**src/rtl/matrix_operand_bank.sv**
```systemverilog
// Operand/result store wrapped around the sequential matrix multiplier.
// It loads A and B from a stream, starts the multiplier, captures Z writes and streams Z out row-major.
module matrix_operand_bank #(
    parameter int M       = 4,
    parameter int M_LEN   = $clog2(M),
    parameter int CNT_LEN = $clog2(2*M*M)
) (
    input  logic              clk,
    input  logic              rst,
    input  logic              load_valid,
    input  logic [31:0]       load_data,
    output logic              load_ready,
    output logic              mul_start,
    input  logic              mul_done,
    input  logic [M_LEN-1:0]  a_i,
    input  logic [M_LEN-1:0]  a_j,
    input  logic [M_LEN-1:0]  b_i,
    input  logic [M_LEN-1:0]  b_j,
    output logic [31:0]       a_in,
    output logic [31:0]       b_in,
    input  logic [M_LEN-1:0]  z_i,
    input  logic [M_LEN-1:0]  z_j,
    output logic [31:0]       current_element,
    input  logic [31:0]       z_out,
    input  logic              z_stb,
    output logic              z_ack,
    output logic              out_valid,
    output logic [31:0]       out_data,
    output logic              out_last,
    input  logic              out_ready,
    output logic              busy
);
    localparam int MM = M*M;
    localparam int AW = (MM > 1) ? $clog2(MM) : 1;

    typedef enum logic [1:0] {S_LOAD, S_START, S_RUN, S_DUMP} state_t;

    state_t               state;
    logic [CNT_LEN-1:0]   cnt;
    logic                 z_seen;
    logic [31:0]          a_mem [MM];
    logic [31:0]          b_mem [MM];
    logic [31:0]          z_mem [MM];

    logic                 is_b;
    logic [AW-1:0]        ld_idx;
    logic [AW-1:0]        a_idx, b_idx, z_idx, d_idx;

    assign is_b   = cnt >= CNT_LEN'(MM);
    assign ld_idx = is_b ? AW'(cnt - CNT_LEN'(MM)) : AW'(cnt);
    assign a_idx  = AW'(a_i * M + a_j);
    assign b_idx  = AW'(b_i * M + b_j);
    assign z_idx  = AW'(z_i * M + z_j);
    assign d_idx  = AW'(cnt);

    assign load_ready      = (state == S_LOAD);
    assign mul_start       = (state == S_START);
    assign busy            = (state != S_LOAD);
    assign out_valid       = (state == S_DUMP);
    assign out_last        = out_valid && (cnt == CNT_LEN'(MM-1));
    assign out_data        = z_mem[d_idx];
    assign a_in            = a_mem[a_idx];
    assign b_in            = b_mem[b_idx];
    assign current_element = z_mem[z_idx];

    // Operand storage carries no reset; contents are only meaningful after a full load.
    always_ff @(posedge clk) begin
        if (!rst && state == S_LOAD && load_valid) begin
            if (is_b) b_mem[ld_idx] <= load_data;
            else      a_mem[ld_idx] <= load_data;
        end
    end

    always_ff @(posedge clk or posedge rst) begin
        if (rst) begin
            state  <= S_LOAD;
            cnt    <= '0;
            z_ack  <= 1'b0;
            z_seen <= 1'b0;
            for (int i = 0; i < MM; i++) z_mem[i] <= '0;
        end else begin
            z_ack  <= 1'b0;
            z_seen <= 1'b0;
            case (state)
                S_LOAD: if (load_valid) begin
                    if (!is_b) z_mem[ld_idx] <= '0;
                    if (cnt == CNT_LEN'(2*MM-1)) begin
                        cnt   <= '0;
                        state <= S_START;
                    end else begin
                        cnt <= cnt + 1'b1;
                    end
                end
                S_START: state <= S_RUN;
                S_RUN: begin
                    // z_seen stays high while z_stb is held, so one assertion yields one capture.
                    z_seen <= z_stb;
                    if (z_stb && !z_seen) begin
                        z_mem[z_idx] <= z_out;
                        z_ack        <= 1'b1;
                    end
                    if (mul_done) begin
                        cnt   <= '0;
                        state <= S_DUMP;
                    end
                end
                S_DUMP: if (out_ready) begin
                    if (cnt == CNT_LEN'(MM-1)) begin
                        cnt   <= '0;
                        state <= S_LOAD;
                    end else begin
                        cnt <= cnt + 1'b1;
                    end
                end
                default: state <= S_LOAD;
            endcase
        end
    end
endmodule

```
**config.mk**
```make
export PLATFORM = sky130hd
export DESIGN_NAME = matrix_operand_bank
export DESIGN_NICKNAME = d
export VERILOG_FILES = /design/src/rtl/matrix_operand_bank.sv
export SDC_FILE = /design/constraint.sdc
export NUM_CORES = 2
export LEC_CHECK = 0
export ABC_AREA = 1
export CORE_MARGIN = 4
export CORE_UTILIZATION = 30
export CTS_CLUSTER_DIAMETER = 40
export CTS_CLUSTER_SIZE = 28
export DETAILED_ROUTE_END_ITERATION = 12
export MAX_ROUTING_LAYER = met4
export SKIP_CTS_REPAIR_TIMING = 1
export SLEW_MARGIN = 20
export SYNTH_ARGS = -nofsm -noshare
export SYNTH_HDL_FRONTEND = slang
export SYNTH_SLANG_ARGS = --single-unit
```
**constraint.sdc**
```tcl
create_clock -name clk -period 35.1 [get_ports clk]
set_input_delay 7.02 -clock clk [delete_from_list [all_inputs] [get_ports clk]]
set_output_delay 7.02 -clock clk [all_outputs]
set_load 0.02 [all_outputs]
```
==> flow_summary.ini <==
[detailed_routing]
drt_iter0_drc = 9042
drc = 0
first_pass_iters = 6
wl_met1_um = 127200
routed_via_density = 4.925
maxUsedRoutingLayer = met4
ant_nets = 0
route.met2.wl_um = 140500
met3WireLength_um = 29680
routedWlPerCell_um = 19.88
wl_um = 307800
vias = 76263

[hold_path]
timing.hold.worst.class = reg -> reg
min_to = z_ack$_DFF_PP0_
hp-start = z_seen$_DFF_PP0_
hold_depth = 1

[synth]
synth_cell_types = 23
ys.flop_type = edfxtp_1
syn_nets = 11735
synthTopCellsByCount = 5639 x nand2_1, 2083 x nand3_1, 1436 x inv_1, 1024 x edfxtp_1, 528 x clkbuf_1
yosys_warnings = 0
ys_seq_elements = 1545
synth_area_per_cell_um2 = 7.272
yosysTopAreaCell = edfxtp_1
syn_area_mm2 = 0.08466
synth_cells = 11642
synthArstFlopShare_pct = 33.72
ys_seq_area_share_pct = 51.72
synth_edf_count = 1024
post-synth-top-count-cell = nand2_1
synth_top_area_share_pct = 36.32
synth_area_leaders = edfxtp_1 36%, nand2_1 25%, dfrtp_1 15%

[clocking]
cts_buffer_depth = 4
clk_pin_slew_ns = 0.05
htreeDepth = 5
cts-root-buf = clkbuf_16
clock_sinks = 1545
cts_tree = built
clkLatencyLatePin_ns = 0.84
numCtsBuffers = 279

[setup_path]
r2r_cells = 9
cp-start-kind = input port
rrSetupSlack_ns = 30.55
critical_path_class = in -> out
critPathMaxFanout = 177
r2r-end = z_mem[378]$_DFFE_PP0P_
r2r_start = state[0]$_DFFE_PP0P_
required_ns = 28.08
cp.arrival_ns = 10.69
cp-end-kind = output port

[cells_and_area]
fillers = 28900
post-route-util_pct = 35.76
synthToLayoutAreaGrowth_pct = 18.31
multiInputGateArea_mm2 = 0.03294
final_area_mm2 = 0.1002
layout.cells.non_filler = 15485
drive_above_1_share_pct = 6.687
layout.nets = 11632
seqCellArea_mm2 = 0.04379

[placed_design]
io_buffers = 215
dp_hpwl_um = 161500
numPlacedInstances = 14981
placed_cell_area_mm2 = 0.09052
place_congestion = 0.8590

[floorplan]
die_width_um = 539.2
die_area_mm2 = 0.2908
coreArea_mm2 = 0.2801
initial_core_util_pct = 30.22
fp.dieH_um = 539.2
ios = 216
row_count = 194

[sta]
fin_crit_sh_pct = 50.46
timing.hold.ws_ns = 0.4637
clock_skew_ns = 0.06289
period_minus_slack_ns = 17.71
worst_slew_pin_slew_ns = 1.234
max_freq_mhz = 56.46
hold_viol_final = 0
rsz0062_at_grt = no
setup_tns_ns = 0
maxSlewViolCount = 0
relSlewSlack_pct = 17.46
setup_viol = 0

[grt]
grt_start_max_net_pins = 178
grt_pass1_wl_um = 458900
grtUsageTotal_pct = 21.01
antenna_found_initial = 11
grt_overflow = 0
grt_pass1_vias = 70384

[power_and_ir_drop]
leakage_nw = 48.95
ir_drop_uv = 60.46
powerDensity_mw_per_mm2 = 78.84

[job]
maxCapViolations = 0

[run_status]
status = finished clean
per-stage QoR:
stage	setup WS [ns]	total power [mW]
after floorplan	12.27	4.009
after global placement	17.44	5.038
after detailed placement	17.45	5.064
after CTS	17.41	7.876
after global routing	17.17	8.270
final	17.39	7.897
worst max path at each step:
stage	startpoint	slack [ns]	to
6_report	a_j[0]	17.39	a_in[9]
2_1_floorplan	rst	12.27	b_mem[11][0]$_DFFE_PP_
3_5_place_dp	b_j[0]	17.45	b_in[21]
4_1_cts	b_j[0]	17.41	b_in[21]
5_1_grt	b_j[0]	17.17	b_in[26]
3_3_place_gp	b_j[0]	17.44	b_in[21]
critical path, cell delays in order:
cell and delay [ns]:
clkbuf_8 0.34, inv_8 0.90, buf_4 0.84, nand2_1 0.11, nand2_1 0.09, nand2_1 0.05, nand3_1 0.09, nand3_1 0.09
nand2_1 0.20, clkdlybuf4s50_1 0.64
layout make-up:
cell class / count / area share (%)
Clock buffer: 324 / 7.445
Antenna cell: 7 / 0.01749
Inverter: 1445 / 5.475
Multi-Input combinational cell: 7862 / 32.88
Sequential cell: 1545 / 43.72
Timing Repair Buffer: 406 / 3.664
Clock inverter: 172 / 2.139
Tap cell: 3724 / 4.652
routing by layer:
layer | global-route usage (%) | vias up
li1 | - | 36022
met1 | 27.34 | 35754
met2 | 32.56 | 3721
met3 | 4.273 | 766
met4 | 7.297 | 0
met5 | - | -
cell usage in the layout, fill, tap and decap left out, types with 34 or more instances in the layout:
cell and count:
bufinv_16 36, inv_6 34, edfxtp_1 1024, inv_1 1430, dfrtp_1 519, nor2_4 53, buf_4 186, nand3_1 2083
clkdlybuf4s50_1 202, nand2_1 5623, clkbuf_16 284
logic make-up after synthesis:
family                   count (synthesis)  share of synthesized area, %
AND/OR/NAND/NOR                       7823                         37.83
flip-flops                            1545                         51.72
adder cells (fa/ha/maj)                 11                        0.1626
buffers and inverters                 2235                         10.11
AO/OA/AOI/OAI                           28                        0.1744
where the power goes:
| group | internal, mW | switching (mW) | total [mW] |
|---|---|---|---|
| clock | 1.80 | 0.995 | 2.80 |
| sequential | 2.18 | 0.264 | 2.44 |
| combinational | 0.698 | 1.96 | 2.66 |
| total | 4.68 | 3.22 | 7.90 |
state kept, by name, indices dropped and copies added (netlist names):
name / flops
b_mem: 512
cnt: 5
z_seen: 1
state: 2
z_mem: 512
z_ack: 1
a_mem: 512
Note: power is estimated with default switching activity, not from simulation.
